## config.mk

```make
export PLATFORM = sky130hd
export DESIGN_NAME = prio_grant_responder
export DESIGN_NICKNAME = d
export VERILOG_FILES = /design/src/rtl/prio_grant_pkg.sv /design/src/rtl/prio_grant_responder_pick.sv /design/src/rtl/prio_grant_responder.sv
export SDC_FILE = /design/constraint.sdc
export NUM_CORES = 1
export LEC_CHECK = 0
export ABC_AREA = 0
export CORE_AREA = 2 2 50 75
export DETAILED_ROUTE_END_ITERATION = 8
export DIE_AREA = 0 0 52 77
export HOLD_SLACK_MARGIN = 0.06
export PLACE_DENSITY = 0.74
export SLEW_MARGIN = 30
export SYNTH_ARGS = -nofsm -noshare
export SYNTH_HDL_FRONTEND = slang
export SYNTH_SLANG_ARGS = --single-unit
```

## constraint.sdc

```tcl
create_clock -name clk -period 2.95 [get_ports clk]
set_input_delay 0.295 -clock clk [delete_from_list [all_inputs] [get_ports clk]]
set_output_delay 0.295 -clock clk [all_outputs]
set_load 0.1 [all_outputs]
```

## src/rtl/prio_grant_pkg.sv

```systemverilog
// Shared types and width helpers for the fixed-priority grant responder.
package prio_grant_pkg;

  // Responder FSM: IDLE waits for requests, BUSY holds a captured word.
  typedef enum logic {
    IDLE = 1'b0,
    BUSY = 1'b1
  } state_t;

  localparam int unsigned STARVE_DEFAULT = 3;

  // Width of a requester index; never narrower than one bit.
  function automatic int unsigned id_width(input int unsigned n);
    return (n < 2) ? 1 : $clog2(n);
  endfunction

  // Width of an age counter able to hold values 0..starve.
  function automatic int unsigned age_width(input int unsigned starve);
    return (starve < 1) ? 1 : $clog2(starve + 1);
  endfunction

  // Age counter type for the default starvation threshold.
  typedef logic [age_width(STARVE_DEFAULT)-1:0] age_t;

endpackage

```

## src/rtl/prio_grant_responder_pick.sv

```systemverilog
// Combinational lowest-index picker: reports whether any mask bit is set
// and the index of the lowest set bit (index 0 has highest priority).
module prio_pick
  import prio_grant_pkg::*;
#(
  parameter int N  = 4,
  parameter int IW = 2
) (
  input  logic [N-1:0]  i_mask,
  output logic          o_any,
  output logic [IW-1:0] o_idx
);

  // w_chain[i] is the winner among bits i..N-1; building it from the top
  // down gives the same result as a nested ?: chain starting at bit 0.
  logic [IW-1:0] w_chain [N+1];

  assign w_chain[N] = '0;

  for (genvar i = N - 1; i >= 0; i--) begin : g_chain
    assign w_chain[i] = i_mask[i] ? IW'(i) : w_chain[i+1];
  end

  assign o_any = |i_mask;
  assign o_idx = w_chain[0];

endmodule

```

## src/rtl/prio_grant_responder.sv

```systemverilog
// Fixed-priority responder: captures one requester's word, pulses its grant
// for one cycle and presents the word on a valid/ready output port.
// Handshake: a word transfers at a rising edge where out_valid and out_ready
// are both 1; out_valid, out_data and out_id stay stable until then, and
// out_ready has no effect while out_valid is 0.
module prio_grant_responder
  import prio_grant_pkg::*;
#(
  parameter int N      = 4,
  parameter int DW     = 8,
  parameter int STARVE = 3
) (
  input  logic                     clk,
  input  logic                     rst_n,
  input  logic [N-1:0]             req,
  input  logic [N*DW-1:0]          req_data,
  output logic [N-1:0]             gnt,
  output logic                     out_valid,
  output logic [DW-1:0]            out_data,
  output logic [id_width(N)-1:0]   out_id,
  input  logic                     out_ready,
  output state_t                   o_dbg_state
);

  localparam int IW = id_width(N);
  localparam int AW = age_width(STARVE);
  localparam logic [AW-1:0] AGE_MAX = AW'(STARVE);

  state_t          r_state;
  state_t          w_next_state;
  logic            w_capture;
  logic            w_accept;
  logic [N-1:0]    r_gnt;
  logic            r_valid;
  logic [DW-1:0]   r_data;
  logic [IW-1:0]   r_id;
  logic [AW-1:0]   r_age [N];
  logic [N-1:0]    w_starved;
  logic            w_any_s;
  logic            w_any_r;
  logic [IW-1:0]   w_idx_s;
  logic [IW-1:0]   w_idx_r;
  logic [IW-1:0]   w_win;
  logic [DW-1:0]   w_words [N];

  for (genvar i = 0; i < N; i++) begin : g_lanes
    assign w_starved[i] = req[i] & (r_age[i] == AGE_MAX);
    assign w_words[i]   = req_data[i*DW +: DW];
  end

  prio_pick #(.N(N), .IW(IW)) u_pick_starved (
    .i_mask (w_starved),
    .o_any  (w_any_s),
    .o_idx  (w_idx_s)
  );

  prio_pick #(.N(N), .IW(IW)) u_pick_req (
    .i_mask (req),
    .o_any  (w_any_r),
    .o_idx  (w_idx_r)
  );

  // Promoted (starved) requesters take precedence over plain priority.
  assign w_win = w_any_s ? w_idx_s : w_idx_r;

  // State register.
  always_ff @(posedge clk or negedge rst_n) begin
    if (!rst_n) r_state <= IDLE;
    else        r_state <= w_next_state;
  end

  // Next-state decode: capture in IDLE, release on accepted handshake in BUSY.
  always_comb begin
    w_next_state = r_state;
    w_capture    = 1'b0;
    w_accept     = 1'b0;
    case (r_state)
      IDLE: begin
        if (w_any_r) begin
          w_capture    = 1'b1;
          w_next_state = BUSY;
        end
      end
      BUSY: begin
        if (r_valid && out_ready) begin
          w_accept     = 1'b1;
          w_next_state = IDLE;
        end
      end
      default: w_next_state = IDLE;
    endcase
  end

  // Output registers: grant pulses only on the capture edge, word held until accepted.
  always_ff @(posedge clk or negedge rst_n) begin
    if (!rst_n) begin
      r_gnt   <= '0;
      r_valid <= 1'b0;
      r_data  <= '0;
      r_id    <= '0;
    end else begin
      r_gnt <= '0;
      if (w_capture) begin
        r_gnt   <= N'(1) << w_win;
        r_valid <= 1'b1;
        r_data  <= w_words[w_win];
        r_id    <= w_win;
      end else if (w_accept) begin
        r_valid <= 1'b0;
      end
    end
  end

  // Age counters advance only at capture edges; losers that keep requesting saturate.
  always_ff @(posedge clk or negedge rst_n) begin
    if (!rst_n) begin
      for (int i = 0; i < N; i++) r_age[i] <= '0;
    end else if (w_capture) begin
      for (int i = 0; i < N; i++) begin
        if (w_win == IW'(i))        r_age[i] <= '0;
        else if (req[i])            r_age[i] <= (r_age[i] == AGE_MAX) ? AGE_MAX : r_age[i] + 1'b1;
        else                        r_age[i] <= '0;
      end
    end
  end

  assign gnt         = r_gnt;
  assign out_valid   = r_valid;
  assign out_data    = r_data;
  assign out_id      = r_id;
  assign o_dbg_state = r_state;

endmodule

```

After elaboration in Yosys (flattened, before gate mapping)
Index checks and enable logic that the tools add are counted.
Widths: inputs -> output; s select.
{"block": "classes", "n_reduce_logical": 5, "magnitude_cmp": 1, "mux": 33, "shifts": 1, "n_eq_ne": 7, "add_sub_neg": 4, "n_bitwise": 6}
{"op": "$mux 2", "n": 21}
{"op": "$bmux 8 s2", "n": 1}
{"op": "$mux 8", "n": 2}
{"op": "$eq 2x2->1 const B", "n": 6}
{"op": "$add 2x1->2 const B", "n": 4}
{"op": "$reduce_or 4->1", "n": 2}
{"op": "$mux 1", "n": 7}
{"op": "$and 1x1->1", "n": 4}
{"op": "$mux 4", "n": 1}
{"op": "$shl 1x2->4 const A", "n": 1}
{"op": "$ge 3x3->1 const B", "n": 1}
{"op": "$not 2->3", "n": 1}
{"op": "$eq 2x1->1 const B", "n": 1}
{"op": "$logic_not 2->1", "n": 1}
{"op": "$pmux 1 s2", "n": 1}
{"op": "$reduce_bool 2->1", "n": 1}
{"op": "$logic_and 1x1->1", "n": 1}
{"op": "$not 1->1", "n": 1}
{"block": "totals", "regBits": 24, "wordCells": 66, "output_inout_bits": 16, "inputBits": 39}

Logic depth before layout (Yosys ltp)
{"block": "logic_depth", "depth_word": 11, "ltp_mapped": 6, "depth_no_buf": 5}

Modules after synthesis
From an unflattened synthesis, not the netlist that was laid out.
{"block": "unflattened", "cells_unflattened": 145, "area_unflattened_um2": 1325.0}
{"module": "prio_grant_responder", "instances": 1, "cells_per_inst": 131, "area_per_inst_um2": 1255.0, "seq_area_each_um2": 600.6}
{"module": "prio_pick", "instances": 2, "cells_per_inst": 7, "area_per_inst_um2": 35.0, "seq_area_each_um2": 0.0}

Worst setup path after synthesis
No wires, ideal clock.
{"block": "synth_path", "path_type": "reg2reg", "start": "register r_state (netlist: o_dbg_state)", "end": "register r_data[0] (netlist: out_data[0])", "required_ns": 2.859, "setup_time_ns": 0.091, "setup_slack_ns": 1.052, "arrival_time_ns": 1.807, "path_buffers": 2, "path_stages_with_launch": 7, "period_less_slack_ns": 1.898, "cell_sequence": "dfrtp_1 clkbuf_1 inv_1 nand2_1 clkbuf_1 nand2_1 o221ai_1"}
{"block": "synth_between", "elab_chain_len": 1}
{"item": "start, declared", "line_no": "prio_grant_responder.sv:29", "text": "state_t r_state;"}
{"item": "start signal, assigned", "line_no": "prio_grant_responder.sv:69", "text": "else r_state <= w_next_state;"}
{"item": "$mux 1", "line_no": "prio_grant_responder.sv:77", "text": "case (r_state)"}
{"item": "end signal, assigned", "line_no": "prio_grant_responder.sv:106", "text": "r_data <= w_words[w_win];"}
{"item": "end, declared", "line_no": "prio_grant_responder.sv:35", "text": "logic [DW-1:0] r_data;"}
No other way between the ends.
A chain may end at the register's enable or synchronous reset.

Worst setup path in the final report
{"block": "layout_path", "start": "register r_gnt[1] (netlist: gnt[1])", "end": "output port gnt[1]"}
{"item": "start, declared", "line_no": "prio_grant_responder.sv:33", "text": "logic [N-1:0] r_gnt;"}
{"item": "start signal, assigned", "line_no": "prio_grant_responder.sv:104", "text": "r_gnt <= N'(1) << w_win;"}
{"item": "end, declared", "line_no": "prio_grant_responder.sv:17", "text": "output logic [N-1:0] gnt,"}
No word-level cell between the ends.

==> tab_implementation.tex <==
\begin{tabular}{lr}
\hline
Metric & Value \\
\hline
\multicolumn{2}{l}{\textbf{GRT}} \\
Wire length of the first global-routing pass & 5409 µm \\
Overall track demand over capacity in global routing & 0.1758 \\
Pin count of the biggest net entering global routing & 25 \\
Antenna violations before repair & 0 \\
Vias in the first global route & 1,228 \\
Overflow left after global routing & 0 \\
\multicolumn{2}{l}{\textbf{Timing}} \\
Clk\_skew & 3.981 ps \\
Fin crit share & 0.6823 \\
Aggregate negative setup slack & 0 ps \\
Clock period minus final worst setup slack & 2013 ps \\
Fmax & 496.8 MHz \\
Post-Route Hold Slack & 373.5 ps \\
Transition at the pin with the smallest max-transition slack & 958.6 ps \\
Final setup violation count & 0 \\
Final Max Slew Viols & 0 \\
Total count of hold-check failures in the final report & 0 \\
Relative slew margins & 0.3589 \\
Setup repair after global routing missed its margin & false \\
\multicolumn{2}{l}{\textbf{Route}} \\
Routed WL per cell & 14.32 µm \\
Iter 0 DRT Violations & 57 \\
Via total after detailed routing & 1,204 \\
Post-detailed-route DRC marker count & 0 \\
Met1 WL & 1188 µm \\
Total length of routed met3 wires & 247 µm \\
Pre-antenna DRT Iters & 4 \\
Sum of met2 wire segment lengths after detailed routing & 1708 µm \\
Final ANT Viol Nets & 0 \\
Vias per cell & 5.423 \\
Final wirelength & 3178 µm \\
Top layer in use & met4 \\
\multicolumn{2}{l}{\textbf{Clock tree}} \\
TritonCTS Buffers & 3 \\
CTS tree & built \\
Clock Tree Root & clkbuf\_8 \\
Clock Sinks & 24 \\
H-tree levels & 1 \\
Post-CTS Hold Fix Bufs & 0 \\
Number of gates resized after CTS & 0 \\
Post-CTS setup buffer count & 0 \\
Reg clk slew, reported paths & 80 ps \\
Clock latency at the later pin of the worst-skew pair & 270 ps \\
Maximum number of buffers from clock root to sink & 2 \\
\multicolumn{2}{l}{\textbf{Yosys}} \\
Seq/Total Area, Yosys & 0.4688 \\
Synthesized area per cell & 10.17 µm² \\
Nets in the synthesized netlist & 165 \\
Cells after synthesis & 126 \\
Cell variety after synth & 30 \\
Yosys warning total & 0 \\
Synthesized area & 0.001281 mm² \\
FF+latch count, synth & 24 \\
\multicolumn{2}{l}{\textbf{Critical path}} \\
Slowest cell on the critical path & clkdlybuf4s50\_1 \\
Family of cells with the greatest summed delay on the critical path & buffers and inverters \\
Number of buffers and inverters on the critical path & 1 \\
Kind of start point of the critical path & flop \\
Sort of element at the end of the critical path & output port \\
Biggest cell delay along the critical path & 1120 ps \\
Arrival time of data at the critical path endpoint & 1720 ps \\
Peak fanout along the critical path & 1 \\
CP required & 2650 ps \\
Cell-by-cell trace of the critical path & clkdlybuf4s50\_1 \\
Type of the setup path with the least slack & flop to output port \\
\multicolumn{2}{l}{\textbf{Placement}} \\
GPL Wtd Cong & 0.9177 \\
Count of buffers from port buffering & 54 \\
Placed wire-length estimate after detailed placement & 2409 µm \\
Total placed instance area & 0.001803 mm² \\
\multicolumn{2}{l}{\textbf{Final layout}} \\
Antenna diode instance count & 0 \\
Final layout net count & 220 \\
Sequential cell area in the final layout & 600.6 µm² \\
Area of all placed cells without fillers & 0.001874 mm² \\
Area of combinational cells with multiple inputs & 620.6 µm² \\
Ratio of cells with drive above 1 in the final layout & 0.1667 \\
Layout fillers & 301 \\
P\&R area growth vs syn & 46.29\% \\
\multicolumn{2}{l}{\textbf{Die}} \\
Number of placement rows & 26 \\
Area of the core region & 0.003351 mm² \\
Floorplan die area & 0.004004 mm² \\
Width of the die & 52 µm \\
Initial standard-cell utilization of the core & 0.3824 \\
Top-Level Pins & 55 \\
Height of the die & 77 µm \\
\multicolumn{2}{l}{\textbf{Power}} \\
Power density cells & 1062 mW/mm² \\
Worst VDD drop & 0.6126 mV \\
Static leakage & 0.8689 nW \\
\multicolumn{2}{l}{\textbf{Run}} \\
Number of max-cap violations & 0 \\
\multicolumn{2}{l}{\textbf{Status}} \\
Result of the run & finished, final reports clean \\
\multicolumn{2}{l}{\textbf{Min path}} \\
HP Class & input port to asynchronous set/reset pin \\
\hline
\end{tabular}
area by class of cell:
cell class | instances | share of cell area
repair buffers | 56 | 0.2764
well taps | 42 | 0.02804
flip-flops and latches | 24 | 0.3204
clock inverters | 1 | 0.01602
clock buffers | 3 | 0.02203
inverters | 3 | 0.006008
multi-input cells | 93 | 0.3311
synthesized netlist by cell type:
master | count | area (µm²)
dfrtp_1 | 24 | 600.6
nand2_1 | 21 | 78.83
mux2i_1 | 16 | 160.2
a21oi_1 | 8 | 40.04
o221ai_1 | 8 | 70.07
nor2_1 | 7 | 26.28
o21ai_1 | 6 | 30.03
nand3_1 | 5 | 25.02
clkbuf_1 | 3 | 11.26
inv_1 | 3 | 11.26
a21oi_2 | 2 | 17.52
buf_6 | 2 | 22.52
nand2b_1 | 2 | 12.51
nor2b_1 | 2 | 12.51
nor3_1 | 2 | 10.01
a22oi_1 | 1 | 7.510
a31oi_1 | 1 | 6.260
and3_1 | 1 | 6.260
and3_4 | 1 | 11.26
buf_8 | 1 | 15.01
nand2_4 | 1 | 11.26
nor2_2 | 1 | 6.260
o2111ai_1 | 1 | 8.760
o21ai_0 | 1 | 5.000
o21ai_2 | 1 | 8.760
o221a_2 | 1 | 11.26
o221ai_4 | 1 | 26.28
o311ai_1 | 1 | 8.760
o31ai_1 | 1 | 7.510
o31ai_2 | 1 | 12.51
layout by cell type, fill, tap and decap left out, types with 2 or more instances in the layout:
cell type        instances
clkdlybuf4s50_1         39
dfrtp_1                 24
nand2_1                 21
buf_4                   17
mux2i_1                 16
o221ai_1                 8
a21oi_1                  8
nor2_1                   7
o21ai_1                  6
nand3_1                  5
inv_1                    3
clkbuf_8                 3
nand2b_1                 2
a21oi_2                  2
nor3_1                   2
nor2b_1                  2
metal layers:
| layer | up-vias | track usage |
|---|---|---|
| li1 | 565 | - |
| met1 | 572 | 0.2015 |
| met2 | 61 | 0.3063 |
| met3 | 6 | 0.04280 |
| met4 | 0 | 0.06053 |
| met5 | - | 0 |
sequential cells by signal, summed over array words and instances, names as in the netlist:
name,count
o_dbg_state,1
out_data,8
out_id,2
gnt,4
r_age,8
out_valid,1
power breakdown:
group / switching, mW / internal, mW / leakage (nW)
clock: 0.106 / 0.182 / 0.0357
combinational: 0.822 / 0.325 / 0.531
sequential: 0.103 / 0.453 / 0.302
worst paths after layout:
check	cells past startpoint	endpoint	slack (ps)	startpoint
setup / recovery	1	gnt[1]	940	gnt[1]
max in group asynchronous	2	r_age[5]	2340	rst_n
min in group clk	2	out_id[0]	490	out_id[0]
hold reg to reg	2	out_id[0]	490	out_id[0]
hold / removal	2	out_id[0]	370	rst_n
setup reg to reg	6	out_data[7]	1190	r_age[4]
per-stage QoR:
| step | instances | power, mW | worst slack [ps] | util |
|---|---|---|---|---|
| 6_report | 222 | 1.990 | 937.1 | 0.5594 |
| 5_1_grt | 222 | 2.093 | 892.4 | 0.5594 |
| 4_1_cts | 222 | 1.994 | 930.1 | 0.5594 |
| 3_5_place_dp | 218 | 1.708 | 755.4 | 0.5381 |
| 3_3_place_gp | 218 | 1.679 | 854.6 | 0.5381 |
| 2_1_floorplan | 126 | 1.467 | 1052 | - |
logic make-up after synthesis:
group | share of synthesized area
AND/OR/NAND/NOR | 0.1563
flip-flops | 0.4688
multiplexers | 0.1250
buffers and inverters | 0.04687
AO/OA/AOI/OAI | 0.2031
(Power assumes the default switching activity.)
